**config.mk**
```make
export PLATFORM = sky130hd
export DESIGN_NAME = pipe_hazard_ctrl
export DESIGN_NICKNAME = d
export VERILOG_FILES = /design/src/rtl/hazard_pkg.sv /design/src/rtl/hazard_src_match.sv /design/src/rtl/pipe_hazard_ctrl.sv
export SDC_FILE = /design/constraint.sdc
export NUM_CORES = 1
export LEC_CHECK = 0
export CORE_ASPECT_RATIO = 1.25
export CORE_UTILIZATION = 50
export DETAILED_ROUTE_END_ITERATION = 8
export DONT_BUFFER_PORTS = 1
export SLEW_MARGIN = 20
export SYNTH_ARGS = -nofsm -noshare
export SYNTH_HDL_FRONTEND = slang
export SYNTH_SLANG_ARGS = --single-unit
export TNS_END_PERCENT = 1
```
**constraint.sdc**
```tcl
create_clock -name clk -period 5.2 [get_ports clk]
set_input_delay 0.52 -clock clk [delete_from_list [all_inputs] [get_ports clk]]
set_output_delay 0.52 -clock clk [all_outputs]
set_load 0.02 [all_outputs]
```
**src/rtl/hazard_pkg.sv**
```systemverilog
// Shared scoreboard slot type and readiness helper for the pipeline hazard controller.
// Slot dst is stored at HZ_DST_W bits, so REG_AW may be at most HZ_DST_W.
package hazard_pkg;

    localparam int unsigned HZ_DST_W = 8;

    typedef struct packed {
        logic                valid;
        logic                we;
        logic [HZ_DST_W-1:0] dst;
        logic                load;
    } hz_slot_t;

    localparam logic [HZ_DST_W-1:0] REG_ZERO = '0;

    // A load's value only reaches stg_data_i from load_rdy_slot onward.
    function automatic logic is_ready(input hz_slot_t slot, input int unsigned idx,
                                      input int unsigned load_rdy_slot);
        return !slot.load || (idx >= load_rdy_slot);
    endfunction

endpackage

```
**src/rtl/hazard_src_match.sv**
```systemverilog
// Per-source scoreboard lookup: youngest matching slot, its index, and readiness.
module hazard_src_match
    import hazard_pkg::*;
#(
    parameter int unsigned NUM_STG       = 3,
    parameter int unsigned REG_AW        = 5,
    parameter int unsigned LOAD_RDY_SLOT = 1,
    parameter int unsigned IDX_W         = (NUM_STG > 1) ? $clog2(NUM_STG) : 1
) (
    input  hz_slot_t          slots [NUM_STG],
    input  logic              src_use,
    input  logic [REG_AW-1:0] src_addr,
    output logic              fwd_en,
    output logic [IDX_W-1:0]  sel,
    output logic              not_ready
);

    logic                found;
    logic                ready;
    logic [HZ_DST_W-1:0] addr_ext;

    assign addr_ext = HZ_DST_W'(src_addr);

    always_comb begin
        found = 1'b0;
        ready = 1'b0;
        sel   = '0;
        for (int unsigned s = 0; s < NUM_STG; s++) begin
            if (!found && src_use && addr_ext != REG_ZERO &&
                slots[s].valid && slots[s].we && slots[s].dst == addr_ext) begin
                found = 1'b1;
                sel   = IDX_W'(s);
                ready = is_ready(slots[s], s, LOAD_RDY_SLOT);
            end
        end
        fwd_en    = found & ready;
        not_ready = found & ~ready;
    end

endmodule

```
**src/rtl/pipe_hazard_ctrl.sv**
```systemverilog
// Scoreboard-based hazard/forwarding controller: forwarding selects, load-use stall, flush, freeze.
// Optional HAZARD_PERF_EN adds stall and forward performance counters.
module pipe_hazard_ctrl
    import hazard_pkg::*;
#(
    parameter int unsigned NUM_SRC       = 2,
    parameter int unsigned NUM_STG       = 3,
    parameter int unsigned REG_AW        = 5,
    parameter int unsigned DATA_W        = 32,
    parameter int unsigned LOAD_RDY_SLOT = 1
) (
    input  logic                      clk,
    input  logic                      rst,
    input  logic                      iss_valid_i,
    input  logic                      iss_we_i,
    input  logic [REG_AW-1:0]         iss_dst_i,
    input  logic                      iss_load_i,
    input  logic [NUM_SRC-1:0]        src_use_i,
    input  logic [NUM_SRC*REG_AW-1:0] src_addr_i,
    input  logic [NUM_STG*DATA_W-1:0] stg_data_i,
    input  logic                      flush_i,
    input  logic                      ext_stall_i,
    output logic                      stall_o,
    output logic [NUM_SRC-1:0]        fwd_en_o,
    output logic [NUM_SRC*DATA_W-1:0] fwd_data_o
`ifdef HAZARD_PERF_EN
   ,output logic [31:0]               perf_stall_cnt_o,
    output logic [31:0]               perf_fwd_cnt_o
`endif
);

    localparam int unsigned IDX_W = (NUM_STG > 1) ? $clog2(NUM_STG) : 1;

    hz_slot_t           slots [NUM_STG];
    hz_slot_t           issue_slot;
    logic [IDX_W-1:0]   sel [NUM_SRC];
    logic [NUM_SRC-1:0] not_ready;
    logic               hazard_stall;

    for (genvar k = 0; k < NUM_SRC; k++) begin : g_src
        hazard_src_match #(
            .NUM_STG       (NUM_STG),
            .REG_AW        (REG_AW),
            .LOAD_RDY_SLOT (LOAD_RDY_SLOT),
            .IDX_W         (IDX_W)
        ) u_match (
            .slots     (slots),
            .src_use   (src_use_i[k]),
            .src_addr  (src_addr_i[k*REG_AW +: REG_AW]),
            .fwd_en    (fwd_en_o[k]),
            .sel       (sel[k]),
            .not_ready (not_ready[k])
        );
    end

    assign hazard_stall = |not_ready;
    assign stall_o      = hazard_stall & ~flush_i;

    always_comb begin
        fwd_data_o = '0;
        for (int unsigned k = 0; k < NUM_SRC; k++) begin
            if (fwd_en_o[k]) begin
                fwd_data_o[k*DATA_W +: DATA_W] = stg_data_i[int'(sel[k])*DATA_W +: DATA_W];
            end
        end
    end

    always_comb begin
        issue_slot       = '0;
        issue_slot.valid = iss_valid_i;
        issue_slot.we    = iss_we_i;
        issue_slot.dst   = HZ_DST_W'(iss_dst_i);
        issue_slot.load  = iss_load_i;
    end

    // Flush and hazard both bubble slot0 while older slots keep draining toward W.
    always_ff @(posedge clk or posedge rst) begin
        if (rst) begin
            for (int unsigned s = 0; s < NUM_STG; s++) begin
                slots[s] <= '0;
            end
        end else if (!ext_stall_i) begin
            slots[0] <= (flush_i || hazard_stall) ? hz_slot_t'('0) : issue_slot;
            for (int unsigned s = 1; s < NUM_STG; s++) begin
                slots[s] <= slots[s-1];
            end
        end
    end

`ifdef HAZARD_PERF_EN
    always_ff @(posedge clk or posedge rst) begin
        if (rst) begin
            perf_stall_cnt_o <= '0;
            perf_fwd_cnt_o   <= '0;
        end else if (!ext_stall_i) begin
            if (stall_o) begin
                perf_stall_cnt_o <= perf_stall_cnt_o + 32'd1;
            end
            perf_fwd_cnt_o <= perf_fwd_cnt_o + 32'($countones(fwd_en_o));
        end
    end
`endif

endmodule

```
==> results of run 1 <==
==> cells in the final DEF, fill, tap and decap left out, types with 8 or more instances in the layout <==
cell type,count
xor2_1,8
o211a_1,32
nand2_1,34
a22o_1,8
dfrtp_1,22
a211oi_1,32
mux2_2,14
xnor2_1,22
mux2i_1,64
nor2_1,34
==> area by class of cell <==
class	count	share of cell area (%)
Timing Repair Buffer	5	1.26
Inverter	3	0.377
Tap cell	64	2.68
Clock buffer	3	1.38
Multi-Input combinational cell	279	74.8
Sequential cell	22	18.4
Clock inverter	1	1.01
==> cell families (layout without fill, tap and decap cells) <==
kind of cell / after synthesis / in the layout / synth area share, %
AOI/OAI and AO/OA: 81 / 81 / 24.7
xor gates and xnor gates: 30 / 30 / 8.92
buffers and inverters: 33 / 12 / 6.33
DFF: 22 / 22 / 18.7
muxes: 78 / 78 / 27.1
and+or+nand+nor: 90 / 90 / 14.3
==> critical path, stage by stage, from the launching register on <==
cell      delay, ps
dfrtp_1         440
xnor2_1         190
nand4_1         110
or3_1           440
nor2_4          640
buf_4           370
mux2i_1         110
a211oi_1        650
==> power by group <==
| part | internal (mW) | total, mW | switching [mW] |
|---|---|---|---|
| combinational | 0.0563 | 0.0980 | 0.0416 |
| clock | 0.103 | 0.161 | 0.0583 |
| sequential | 0.190 | 0.212 | 0.0224 |
==> worst paths after layout <==
kind	to	depth (start not counted)	slack, ps	start
max in group asynchronous	slots[3]	1	4390	rst
min in group clk	slots[26]	1	370	iss_dst_i[3]
hold / removal	slots[23]	1	300	rst
hold reg to reg	slots[9]	1	510	slots[9]
setup reg to reg	slots[25]	6	3190	slots[25]
setup / recovery	fwd_data_o[29]	7	1460	slots[14]
==> per-stage QoR <==
step           cells  power (mW)  util (%)  hold slack (ps)
2_1_floorplan    334       0.297         -              479
3_3_place_gp     373       0.312      52.4              490
3_5_place_dp     373       0.314      52.4              499
4_1_cts          377       0.474      53.7              330
5_1_grt          377       0.493      53.7              367
6_report         377       0.471      53.7              301
==> per-layer routing <==
layer | up-vias | wire (um) | GRT usage (%)
met3 | 12 | 646 | 4.83
met4 | 0 | 81 | 2.91
met5 | - | 0 | 0
met1 | 1193 | 2900 | 24.7
met2 | 122 | 4090 | 42.9
li1 | 1204 | - | -
==> summary by stage, run 1 <==
Cells and area
More flip-flops sit in one register than any other, and that register is slots. The register area is 551 um^2. The post-route standard cell area excluding fillers is 2980 um^2. The area used by multi-input combinational logic is 2230 um^2. In the final layout, the registers with the most flip-flops are slots x22. For this run, the post-layout net count is 434. The register with the most flip-flops in the layout has 22 of them. The relative area change from synthesis to final layout is 1.27%. Of the cells placed in the final design, the portion with a size suffix greater than 1 is 10.5%.

The antenna diode instance count is 0. The layout has 517 filler cells.

Power
The leakage power figure is 1.30 nW. The worst supply voltage drop on vdd is 0.000203 V. In this run the power density over the cells is 158 nW/um^2.

CTS
The TritonCTS buffer count is 3. Once the clock tree was built, the resizer swapped 0 gates to a different size. The count of H-tree levels built during CTS is 1. The maximum buffer depth of the clock tree is 2. The setup fix buffers added after clock tree synthesis is 0. The number of clock sinks is 22. The later-pin clock latency in the skew report is 270 ps. The hold-fix buffer count after cts is 0. The clock transition at the registers of the reported paths is 80 ps. The cell sitting at the root of the clock tree is a clkbuf_8. TritonCTS built the clock tree.

Global routing
Across every metal layer, demand over resource in global routing totals 21.8%. The initial antenna violation count is 0. The overall overflow remaining after global route is 0.

The first global-routing pass estimated 11.0 mm of wire. Entering global routing, the biggest net connects 65 pins. The number of global-route vias before repair is 2228.

Synth
The number of instances in the synthesized netlist is 334. The number of flops mapped to enable cells by yosys is 0. By area the synthesized netlist is led by mux2i_1 (22%), dfrtp_1 (19%), o211a_1 (11%). The cell area that synthesis handed to floorplanning was 2950 um^2.

After synthesis the netlist holds a flip-flop and latch count of 22. The top cell type's share of synthesized area is 21.7%. The number of distinct library cells after synthesis is 37. The dominant register cell in the synthesized netlist is dfrtp_1. The Yosys step of the flow raised 0 warnings.

The sequential element share of the synthesized area is 18.7%. The most frequent cell after synthesis is mux2i_1. The commonest cells after synthesis are mux2i_1 (64), nand2_1 (34), nor2_1 (34), a211oi_1 (32), o211a_1 (32). Averaged over all synthesized cells, the footprint is 8.82 um^2. The share of flip-flops with an asynchronous set or reset after synthesis is 100%.

The post-synthesis net count is 454. The synthesized design spends more area on one cell type than any other, namely mux2i_1.

Placement
The pre-CTS setup slack is 1690 ps. The count of port buffers added during placement is 0. Summing all placed instances gives a cell area of 2910 um^2. The HPWL after detailed placement is 5.85 mm. At the end of routability-driven placement, the weighted congestion stood at 0.851.

STA
Summed over all failing endpoints, the final setup total negative slack is 0 ps. Subtracting the final worst setup slack from the clock period gives 3740 ps. The final count of negative-setup-slack endpoints is 0. In this run the tightest slew margin relative to its limit is 38.8%. Setup repair after global routing left no endpoint under its margin. At the pin with the least slew margin, the transition time is 916 ps. The count of final hold-check violations is 0. The fmax is 268 MHz. The final critical path takes up 71.8% of the cycle.

The number of slew-limit violations in the final report was 0. For the final database, setup skew stands at 2.11 ps. The setup slack of the critical path after layout is 1460 ps.

Floorplan
The die covers 6210 um^2. During I/O placement, the number of pins put on the boundary was 187. The floorplan step set the die height to 87.8 um. The width of the chip is 70.7 um. The number of rows created at floorplan is 30.

The core area is 5560 um^2. The initial utilization of the core area, before any placement, comes to 53.0%.

Run status
The final reports fail on DRC. The run finished, with violations left.

Route
In the routed layout, each cell is associated on average with a via count of 6.71. The routed design has 7.72 mm of wire. The detailed-route wire length per cell is 20.5 um.

For this run, the detailed router's first-pass iteration total came to 6. In this run, the number of DRC markers left after iteration 0 of detailed routing was 132. The number of nets with antenna violations after routing is 0. The vias after detailed routing is 2531. After detailed routing, the number of remaining DRC violations is 32.

Worst setup path
The worst setup path is captured at a primary output. The sort of element at the start of the critical path is a register. The required time at the worst-slack endpoint is 4680 ps. The data arrival time at the worst-slack endpoint is 3220 ps. The type of the worst setup path is reg2out. In this run the worst path has a maximum fanout of 22.

Hold path
The path type of the worst min-delay path is in2async.

Run
The number of violations of the max-capacitance limit is 0.
Power figures use the tool's default switching activity.
==> run 2: changes to the inputs <==
==> constraint.sdc (replaced) <==
create_clock -name clk -period 3.45 [get_ports clk]
set_input_delay 0.345 -clock clk [delete_from_list [all_inputs] [get_ports clk]]
set_output_delay 0.345 -clock clk [all_outputs]
set_load 0.02 [all_outputs]
==> summary by stage, run 2 (synthesis gave the netlist of run 1 again) <==
Global routing
The number of global-route vias before repair is 2422 (+8.7%). The initial antenna violation count is 0 (unchanged). The maximum number of pins on one net before global-route repair is 65 (unchanged).

The wire length of the first global-routing pass is 12.4 mm (+13%). The global-route usage over all layers is 24.9% (+3.0 points). The overall overflow remaining after global route was 0 (unchanged).

Power
The worst supply voltage drop on vdd is 0.000277 V (+36%). The power per standard cell area came to 200 nW/um^2 (+27%). The net switching component of the power is 0.186 mW (+52%). The total power is 0.636 mW (+35%).

The share of total power in the clock network is 26.2% (-8.0 points). The proportion of total power due to net switching was 29.3% (+3.3 points). The leakage power figure is 1.45 nW (+11%). The relative contribution of combinational cells to total power was 23.5% (+2.7 points). The internal power of the cells is 0.450 mW (+29%). The part of the power in registers is 50.2% (+5.2 points).

STA
The final setup TNS is 0 ps (unchanged). The final count of negative-setup-slack endpoints is 0 (unchanged). The worst slew margin relative to its limit was 42.7% (+3.9 points).

The clock skew is 5.96 ps (+3.85 ps). The final critical path takes up 89.8% of the cycle. The final critical path time including I/O delays and setup is 3100 ps. Setup repair after global routing left no endpoint under its margin. The actual transition at the worst max-transition pin came to 859 ps (-57.4 ps).

The setup slack of the critical path after layout is 350 ps (-1110 ps). The number of slew-limit violations in the final report came to 0 (unchanged). The count of final hold-check violations is 0 (unchanged). The fmax is 323 MHz.

Floorplan
The width of the chip is 70.7 um (unchanged). The die span in y was 87.8 um (unchanged). The number of I/O pins came to 187 (unchanged). The initial cell density of the core was 53.0% (unchanged). The die area is 6210 um^2 (unchanged). The core area is 5560 um^2 (unchanged). The number of rows created at floorplan is 30 (unchanged).

Placement
The count of port buffers added during placement is 0 (unchanged). The final estimated routing congestion in global placement is 0.893 (+5.0%). The pre-CTS setup slack is 652 ps (-1040 ps).

The detailed-placement wirelength estimate is 6.12 mm (+4.5%).

Cells and area
Counting flops per register, the top entry is slots. The antenna diode instance count came to 0 (unchanged). The flip-flop count of the largest register, all copies and words added came to 22 (unchanged). The library cells used most frequently in the layout, excluding fill and tap cells, are mux2i_1 (64), nand2_1 (34), nor2_1 (34), o211a_1 (32), a211oi_1 (32). Leaving out fill and tap cells, the most frequent cell in the layout is mux2i_1. The count of nets after finishing came to 461 (+6.2%). The largest registers in the layout are slots x22.

The relative area change from synthesis to final layout is 7.98%. The fraction of final layout cells with drive strength greater than 1 is 17.4% (+6.9 points). The layout filler cell count came to 529 (+2.3%). The core utilization of the finished layout is 57.3% (+3.6 points).

Worst setup path
The worst setup path is launched from a register. The data arrival time at the worst-slack endpoint is 2750 ps (-470 ps). The category of the worst setup path capture point is a primary output. The type of the worst setup path is reg2out. The required time at the worst-slack endpoint came to 3110 ps (-1570 ps). The biggest fanout along the worst timing path is 14 (-36%).

CTS
The count of H-tree levels built during CTS is 1 (unchanged). The TritonCTS buffer count is 3 (unchanged). The maximum buffer depth of the clock tree is 2 (unchanged). The hold-fix buffer count after cts is 0 (unchanged). The setup fix buffers added after clock tree synthesis is 0 (unchanged).

The number of cells upsized or downsized after cts is 0 (unchanged). The later-pin clock latency in the skew report came to 270 ps (about the same). The cell at the root of the clock tree is clkbuf_8. TritonCTS built the clock tree. The number of clock sinks was 22 (unchanged). The clock transition at the registers of the reported paths is 80 ps (about the same).

Route
The overall routed net length is 8.13 mm (+5.4%). The number of iterations in the first detailed-routing pass is 6 (unchanged). The vias after detailed routing is 2643 (+4.4%). The detail-routed via count per cell is 6.56 (-2.3%). The number of remaining DRC errors is 32 (unchanged). The number of nets with antenna violations after routing is 0 (unchanged). The detailed-route wire length per cell is 20.2 um (-1.4%).

The detailed router's first-iteration violation count is 135 (+2.3%).

Run status
The run finished, with violations left. The final reports fail on DRC.

Run
The number of violations of the max-capacitance limit was 0 (unchanged).

Hold path
In this run the worst hold path is classified as in2async.
-- run 2: final cells by class --
cell class                 count  area, um^2  area share (%)
tap                           64        80.1            2.52
multi-input combinational    279        2230            70.2
timing repair buffer          32         265            8.34
clock buffer                   3        41.3            1.30
inverter                       3        11.3           0.354
sequential                    22         551            17.3
-- run 2: critical path: stages (launching register included) --
cell,delay [ps]
dfrtp_1,420
xnor2_1,200
nand4_1,110
or3_1,430
nor2_4,390
buf_4,350
mux2i_1,120
a211oi_1,260
buf_4,190
-- run 2: routing by layer --
metal / GRT usage, % / vias up / part of all wire [%]
met5: 0 / - / 0
met4: 7.09 / 0 / 1.1
met3: 5.06 / 9 / 8.6
met2: 45.1 / 117 / 52
met1: 30.0 / 1263 / 38
li1: - / 1254 / -
-- run 2: through the flow --
stage / area [um^2] / instances / hold slack [ps]
after global routing: 3180 / 403 / 190
after floorplan: 2950 / 334 / 334
after global placement: 3140 / 400 / 445
after CTS: 3180 / 403 / 164
after detailed placement: 3140 / 400 / 456
final: 3180 / 403 / 131
-- run 2: power groups by stage --
| stage | sequential [mW] | clock [mW] | combinational, mW |
|---|---|---|---|
| 2_1_floorplan | 0.314 | 0 | 0.134 |
| 3_3_place_gp | 0.324 | 0 | 0.147 |
| 3_5_place_dp | 0.325 | 0 | 0.149 |
| 4_1_cts | 0.320 | 0.167 | 0.151 |
| 5_1_grt | 0.324 | 0.181 | 0.167 |
| 6_report | 0.320 | 0.167 | 0.150 |
-- run 2: worst paths after layout --
check                             start        endpoint  slack, ps  cells past startpoint
max in group asynchronous           rst       slots[31]       2790                      1
min in group clk           iss_dst_i[0]       slots[23]        200                      1
hold / removal                      rst       slots[13]        130                      1
setup reg to reg              slots[25]       slots[31]       1440                      6
hold reg to reg               slots[10]       slots[10]        520                      1
setup / recovery              slots[15]  fwd_data_o[18]        350                      8
